## src/rtl/rc4_pkg.sv

```systemverilog
// Shared definitions for the RC4 keystream decrypter and the key-search controller.
// State encodings are fixed so the debug state output decodes the same way everywhere.
package rc4_pkg;

    typedef enum logic [3:0] {
        IDLE    = 4'd0,
        ISSUE_I = 4'd1,
        WAIT_I  = 4'd2,
        CAP_I   = 4'd3,
        WAIT_J  = 4'd4,
        CAP_J   = 4'd5,
        WR_I    = 4'd6,
        ISSUE_F = 4'd7,
        WAIT_F  = 4'd8,
        CAP_F   = 4'd9,
        WRITE   = 4'd10,
        DONE    = 4'd11
    } state_t;

    localparam logic [7:0] CHAR_LO = 8'h61;
    localparam logic [7:0] CHAR_HI = 8'h7A;
    localparam logic [7:0] CHAR_SP = 8'h20;

endpackage

```

## src/rtl/rc4_char_check.sv

```systemverilog
// Plaintext character filter: lowercase letters and space are the only accepted bytes.
// Purely combinational so the key-search controller can reuse it on its own datapath.
module rc4_char_check
    import rc4_pkg::*;
(
    input  logic [7:0] data,
    output logic       valid
);

    assign valid = ((data >= CHAR_LO) && (data <= CHAR_HI)) || (data == CHAR_SP);

endmodule

```

## src/rtl/rc4_decrypt_checked.sv

```systemverilog
// RC4 PRGA over a pre-shuffled scratchpad, XORing the keystream with the message ROM
// and writing plaintext to the result RAM, with optional early abort on non-text bytes.
module rc4_decrypt_checked
    import rc4_pkg::*;
#(
    parameter int S_ADDR_WIDTH   = 8,
    parameter int MSG_ADDR_WIDTH = 5,
    parameter int MEM_LAT        = 2,
    parameter int CHECK_EN       = 1
) (
    input  logic                      clk,
    input  logic                      rst,
    input  logic                      start,
    input  logic [MSG_ADDR_WIDTH:0]   msg_len,
    output logic                      busy,
    output logic                      finish,
    output logic                      success,
    output logic [MSG_ADDR_WIDTH-1:0] fail_idx,
    output logic [S_ADDR_WIDTH-1:0]   s_addr,
    output logic [7:0]                s_data,
    output logic                      s_wren,
    input  logic [7:0]                s_q,
    output logic [MSG_ADDR_WIDTH-1:0] msg_addr,
    input  logic [7:0]                msg_q,
    output logic [MSG_ADDR_WIDTH-1:0] result_addr,
    output logic [7:0]                result_data,
    output logic                      result_wren,
    output logic [3:0]                dbg_state
);

    // Handshake: start is sampled only in IDLE; busy rises the cycle after an accepted
    // start and drops together with the single-cycle finish pulse; success/fail_idx hold
    // from finish until the next accepted start.
    localparam logic [MSG_ADDR_WIDTH:0]   MAX_LEN   = {1'b1, {MSG_ADDR_WIDTH{1'b0}}};
    localparam logic [S_ADDR_WIDTH-1:0]   S_ONE     = S_ADDR_WIDTH'(1);
    localparam logic [MSG_ADDR_WIDTH-1:0] K_ONE     = MSG_ADDR_WIDTH'(1);
    localparam logic [1:0]                WAIT_INIT = (MEM_LAT > 1) ? 2'(MEM_LAT - 2) : 2'd0;
    localparam bit                        HAS_WAIT  = (MEM_LAT > 1);

    state_t                      state;
    logic [S_ADDR_WIDTH-1:0]     i, j;
    logic [MSG_ADDR_WIDTH-1:0]   k, last_k;
    logic [7:0]                  si, sj, p;
    logic [1:0]                  wait_cnt;
    logic [MSG_ADDR_WIDTH:0]     len_c;
    logic [7:0]                  ks_byte;
    logic                        char_ok;

    always_comb begin
        len_c   = (msg_len > MAX_LEN) ? MAX_LEN : msg_len;
        ks_byte = s_q ^ msg_q;
    end

    rc4_char_check u_char_check (
        .data  (ks_byte),
        .valid (char_ok)
    );

    assign dbg_state = state;

    always_ff @(posedge clk or negedge rst) begin
        if (!rst) begin
            state       <= IDLE;
            i           <= '0;
            j           <= '0;
            k           <= '0;
            last_k      <= '0;
            si          <= '0;
            sj          <= '0;
            p           <= '0;
            wait_cnt    <= '0;
            busy        <= 1'b0;
            finish      <= 1'b0;
            success     <= 1'b0;
            fail_idx    <= '0;
            s_addr      <= '0;
            s_data      <= '0;
            s_wren      <= 1'b0;
            msg_addr    <= '0;
            result_addr <= '0;
            result_data <= '0;
            result_wren <= 1'b0;
        end else begin
            s_wren      <= 1'b0;
            result_wren <= 1'b0;
            finish      <= 1'b0;
            unique case (state)
                IDLE: begin
                    if (start) begin
                        i        <= '0;
                        j        <= '0;
                        k        <= '0;
                        fail_idx <= '0;
                        last_k   <= MSG_ADDR_WIDTH'(len_c - 1'b1);
                        busy     <= 1'b1;
                        success  <= (len_c == '0);
                        state    <= (len_c == '0) ? DONE : ISSUE_I;
                    end
                end
                ISSUE_I: begin
                    i        <= i + S_ONE;
                    s_addr   <= i + S_ONE;
                    wait_cnt <= WAIT_INIT;
                    state    <= HAS_WAIT ? WAIT_I : CAP_I;
                end
                WAIT_I: begin
                    if (wait_cnt == 2'd0) state <= CAP_I;
                    else wait_cnt <= wait_cnt - 2'd1;
                end
                CAP_I: begin
                    si       <= s_q;
                    j        <= j + S_ADDR_WIDTH'(s_q);
                    s_addr   <= j + S_ADDR_WIDTH'(s_q);
                    wait_cnt <= WAIT_INIT;
                    state    <= HAS_WAIT ? WAIT_J : CAP_J;
                end
                WAIT_J: begin
                    if (wait_cnt == 2'd0) state <= CAP_J;
                    else wait_cnt <= wait_cnt - 2'd1;
                end
                // s_addr still holds j here, so the swap's first half is just data + enable.
                CAP_J: begin
                    sj     <= s_q;
                    s_data <= si;
                    s_wren <= 1'b1;
                    state  <= WR_I;
                end
                WR_I: begin
                    s_addr <= i;
                    s_data <= sj;
                    s_wren <= 1'b1;
                    state  <= ISSUE_F;
                end
                ISSUE_F: begin
                    s_addr   <= S_ADDR_WIDTH'(si + sj);
                    msg_addr <= k;
                    wait_cnt <= WAIT_INIT;
                    state    <= HAS_WAIT ? WAIT_F : CAP_F;
                end
                WAIT_F: begin
                    if (wait_cnt == 2'd0) state <= CAP_F;
                    else wait_cnt <= wait_cnt - 2'd1;
                end
                CAP_F: begin
                    p <= ks_byte;
                    if ((CHECK_EN != 0) && !char_ok) begin
                        fail_idx <= k;
                        success  <= 1'b0;
                        state    <= DONE;
                    end else begin
                        state <= WRITE;
                    end
                end
                WRITE: begin
                    result_addr <= k;
                    result_data <= p;
                    result_wren <= 1'b1;
                    if (k == last_k) begin
                        success <= 1'b1;
                        state   <= DONE;
                    end else begin
                        k     <= k + K_ONE;
                        state <= ISSUE_I;
                    end
                end
                DONE: begin
                    finish <= 1'b1;
                    busy   <= 1'b0;
                    state  <= IDLE;
                end
                default: state <= IDLE;
            endcase
        end
    end

endmodule
```

## config.mk

```make
export PLATFORM = sky130hd
export DESIGN_NAME = rc4_decrypt_checked
export DESIGN_NICKNAME = d
export VERILOG_FILES = /design/src/rtl/rc4_pkg.sv /design/src/rtl/rc4_char_check.sv /design/src/rtl/rc4_decrypt_checked.sv
export SDC_FILE = /design/constraint.sdc
export NUM_CORES = 1
export LEC_CHECK = 0
export ABC_AREA = 1
export CORE_MARGIN = 4
export CORE_UTILIZATION = 59
export CTS_CLUSTER_SIZE = 14
export DETAILED_ROUTE_END_ITERATION = 7
export PLACE_DENSITY = 0.94
export SYNTH_ARGS = -nofsm -noshare
export SYNTH_HDL_FRONTEND = slang
export SYNTH_HIERARCHICAL = 1
export SYNTH_SLANG_ARGS = --single-unit
```

## constraint.sdc

```tcl
create_clock -name clk -period 2.7 [get_ports clk]
set_clock_uncertainty 0.15 [all_clocks]
set_input_delay 0.54 -clock clk [delete_from_list [all_inputs] [get_ports clk]]
set_output_delay 0.54 -clock clk [all_outputs]
set_load 0.01 [all_outputs]
```

==> summary.md <==
| Metric | Value |
|---|---|
| Status | `completed` |
| FP Rows | `34` |
| Setup TNS | `0 ns` |
| Synthesized area per cell | `8.00 um2` |
| First-pass GRT wire length | `22.0 mm` |
| Root Driver | `clkbuf_8` |
| Total GRT Usage | `26.8%` |
| Ant diodes | `0` |
| Post-synthesis mux area share | `0%` |
| Antenna viol nets, final | `0` |
| Crit path arrival time | `about 2.5 ns` |
| Synth Area in Simple Gates | `around 24%` |
| Post-synthesis cell area | `approximately 5200 um2` |
| Slew Viols, Final | `0` |
| Net Count, Synth | `697` |
| Crit path buf inv count | `3` |
| Flops & latches, synth | `100` |
| Area growth from synthesis to layout | `20.4%` |
| Final wirelength | `between 10 and 15 mm` |
| Dpl ws | `0.00109 ns` |
| Final period util | `87.0%` |
| Pin count of the biggest net entering global routing | `just under 60` |
| CTS buffer count | `9` |
| Max VDD drop | `0.000641 V` |
| Combinational power share | `49.4%` |
| Worst hold-check path type | `input port to asynchronous set/reset pin` |
| Post_cts resized | `0` |
| Initial Utilization | `60.1%` |
| Switching share of power | `43.4%` |
| Final hold violation count | `0` |
| Chip Width | `102 um` |
| Utilization after layout | `between 70 and 80%` |
| Unrepaired setup endpoints after global routing | `false` |
| Final Setup Violations | `0` |
| Synth Area in Compound Gates | `11.5%` |
| RD Place Congestion | `1.01` |
| CTS tree | `yes` |
| Sw Pwr | `3.03 mW` |
| CP max FO | `6` |
| Quantity of I/O buffers inserted on ports | `between 70 and 80` |
| Seq pwr share | `36.6%` |
| Pre-antenna DRT Iters | `5` |
| Worst Setup End Kind | `flop` |
| CTS max path bufs | `2` |
| CP cell instances | `clkdlybuf4s50_1 -> xor2_1 -> nor2_2 -> nand3_1 -> nand2_1 -> a21oi_2 -> inv_1 -> o21ai_1 -> inv_1 -> nand2_1 -> nand2_1 -> o21ai_0` |
| Tmin final | `2.35 ns` |
| Cells after Synth | `between 600 and 700` |
| Slew HR | `62.0%` |
| PwrDens | `1110 nW/um2` |
| Die Area | `10400 um2` |
| Total number of vias | `4731` |
| Ys Warns | `6` |
| Post-CTS Setup Inserts | `0` |
| Post-synthesis adder-cell area fraction | `5.09%` |
| Fmax | `0.426 GHz` |
| Xor and xnor area share after synthesis | `3.86%` |
| Share of cells above drive strength 1 | `between 6 and 7%` |
| Largest family of logic cells by synthesized area | `simple AND/OR/NAND/NOR gates` |
| CTS Hold Buffers Added | `0` |
| Clock slew at reported path FFs | `0.10 ns` |
| Total power | `6.99 mW` |
| Num ports | `73` |
| Initial antenna violation count | `0` |
| Die Height | `about 100 um` |
| Clock network latency to the later pin of the worst-skew pair | `0.37 ns` |
| Crit-path slowest cell | `clkdlybuf4s50_1` |
| Worst Path Class, Setup | `input port to flop` |
| CP startpoint kind | `input port` |
| Post-synthesis cell type count | `31` |
| Most used cell, CP | `nand2_1` |
| Vias in the first global route | `4775` |
| Routed vias/inst | `5.62` |
| Clock H-tree levels | `3` |
| Worst-margin pin slew | `approximately 0.57 ns` |
| # DRC | `0` |
| Seq/Total Area, Yosys | `between 40% and 50%` |
| GRT Residual Overflow | `0` |
| Setup ws final | `between 0.3 and 0.4 ns` |
| Core area | `8680 um2` |
| Crit path required time | `2.83 ns` |
| CP delay by family, top | `buffers and inverters` |
| LEAKAGE | `3.19 nW` |
| Pint | `3.96 mW` |
| Clock share of power | `14.0%` |
| Placed wire-length estimate | `9.92 mm` |
| DRT iter0 DRCs | `294` |
| Critical Path Max Stage Delay | `0.61 ns` |
| Final #Nets | `774` |
| Clk sinks | `100` |
| DR WL/cell | `15.9 um` |
| Max-Cap Viols | `0` |
[state kept, by name, summed over array words and instances, names as in the netlist, 8 cells and up]
| register | count |
|---|---|
| result_data | 8 |
| sj | 8 |
| p | 8 |
| i | 8 |
| si | 8 |
| s_data | 8 |
| s_addr | 8 |
| j | 8 |
[routing by layer]
metal	part of all wire [%]	global-route usage (%)	vias up
met1	39	31.7	2253
li1	-	-	2238
met4	3.5	11.7	0
met2	51	47.4	194
met5	0	0	-
met3	6.4	5.46	46
[through the flow]
step	hold slack, ns	cells	area, um2
after detailed placement	0.327	826	6080
after floorplan	0.0944	652	5210
after global placement	0.315	826	6080
after global routing	0.0542	842	6280
after CTS	0.0319	842	6280
final	0.00996	842	6280
[cell usage in the layout, fill, tap and decap left out, drive strengths merged]
| cell type | n |
|---|---|
| xnor2 | 4 |
| clkbuf | 9 |
| nand2 | 181 |
| and3 | 1 |
| dfrtp | 100 |
| nor3 | 4 |
| nand3b | 2 |
| buf | 8 |
| clkinvlp | 1 |
| o21ai | 91 |
| bufinv | 1 |
| a21oi | 17 |
| o2111ai | 1 |
| a22oi | 2 |
| inv | 91 |
| xor2 | 19 |
| fa | 2 |
| o22ai | 1 |
| clkdlybuf4s50 | 71 |
| nand4 | 7 |
| o211ai | 2 |
| nand3 | 54 |
| nor2 | 38 |
| ha | 18 |
| clkinv | 4 |
| or2 | 4 |
| a31o | 1 |
[cell usage after synthesis, drive strengths merged]
master,instances,area [um2]
buf,5,25.0
ha,18,225
xor2,19,166
a31o,1,8.76
nand4,7,43.8
and3,1,6.26
nand3b,2,15.0
nand3,54,270
dfrtp,100,2500
o21ai,91,455
xnor2,4,35.0
fa,2,40.0
nand2,181,684
nor3,4,20.0
or2,4,25.0
a21oi,17,88.8
clkbuf,8,30.0
o2111ai,1,8.76
inv,90,338
o211ai,2,15.0
nor2,38,189
o22ai,1,6.26
a22oi,2,15.0
[layout make-up]
| class | instances | area, um2 |
|---|---|---|
| Tap cell | 108 | 135 |
| Multi-Input combinational cell | 449 | 2320 |
| Inverter | 90 | 338 |
| Fill cell | 626 | 2400 |
| Clock inverter | 7 | 76.3 |
| Clock buffer | 9 | 124 |
| Sequential cell | 100 | 2500 |
| Timing Repair Buffer | 79 | 783 |
[logic make-up after synthesis]
family	count (synthesis)
DFF	100
xor gates and xnor gates	23
AOI/OAI and AO/OA	115
adders and majority gates	20
buffers and inverters	103
and+or+nand+nor	291
[power by group through the flow]
| stage | sequential, mW | combinational [mW] | clock, mW |
|---|---|---|---|
| floorplan | 2.59 | 2.04 | 0 |
| global placement | 2.53 | 3.22 | 0 |
| detailed placement | 2.57 | 3.39 | 0 |
| CTS | 2.55 | 3.43 | 0.986 |
| global route | 2.63 | 3.86 | 1.05 |
| finish | 2.56 | 3.45 | 0.979 |
[path summary, 6_finish.rpt]
path | start | end | slack, ns | depth (start not counted)
setup / recovery | s_q[4] | fail_idx[0] | 0.35 | 12
hold / removal | rst | last_k[0] | 0.01 | 1
setup reg to reg | dbg_state[0] | s_addr[1] | 0.69 | 7
hold reg to reg | result_addr[4] | result_addr[4] | 0.35 | 2
max in group asynchronous | rst | s_addr[7] | 1.71 | 2
min in group clk | result_addr[4] | result_addr[4] | 0.35 | 2
No activity file was read; power rests on OpenSTA's default activity.
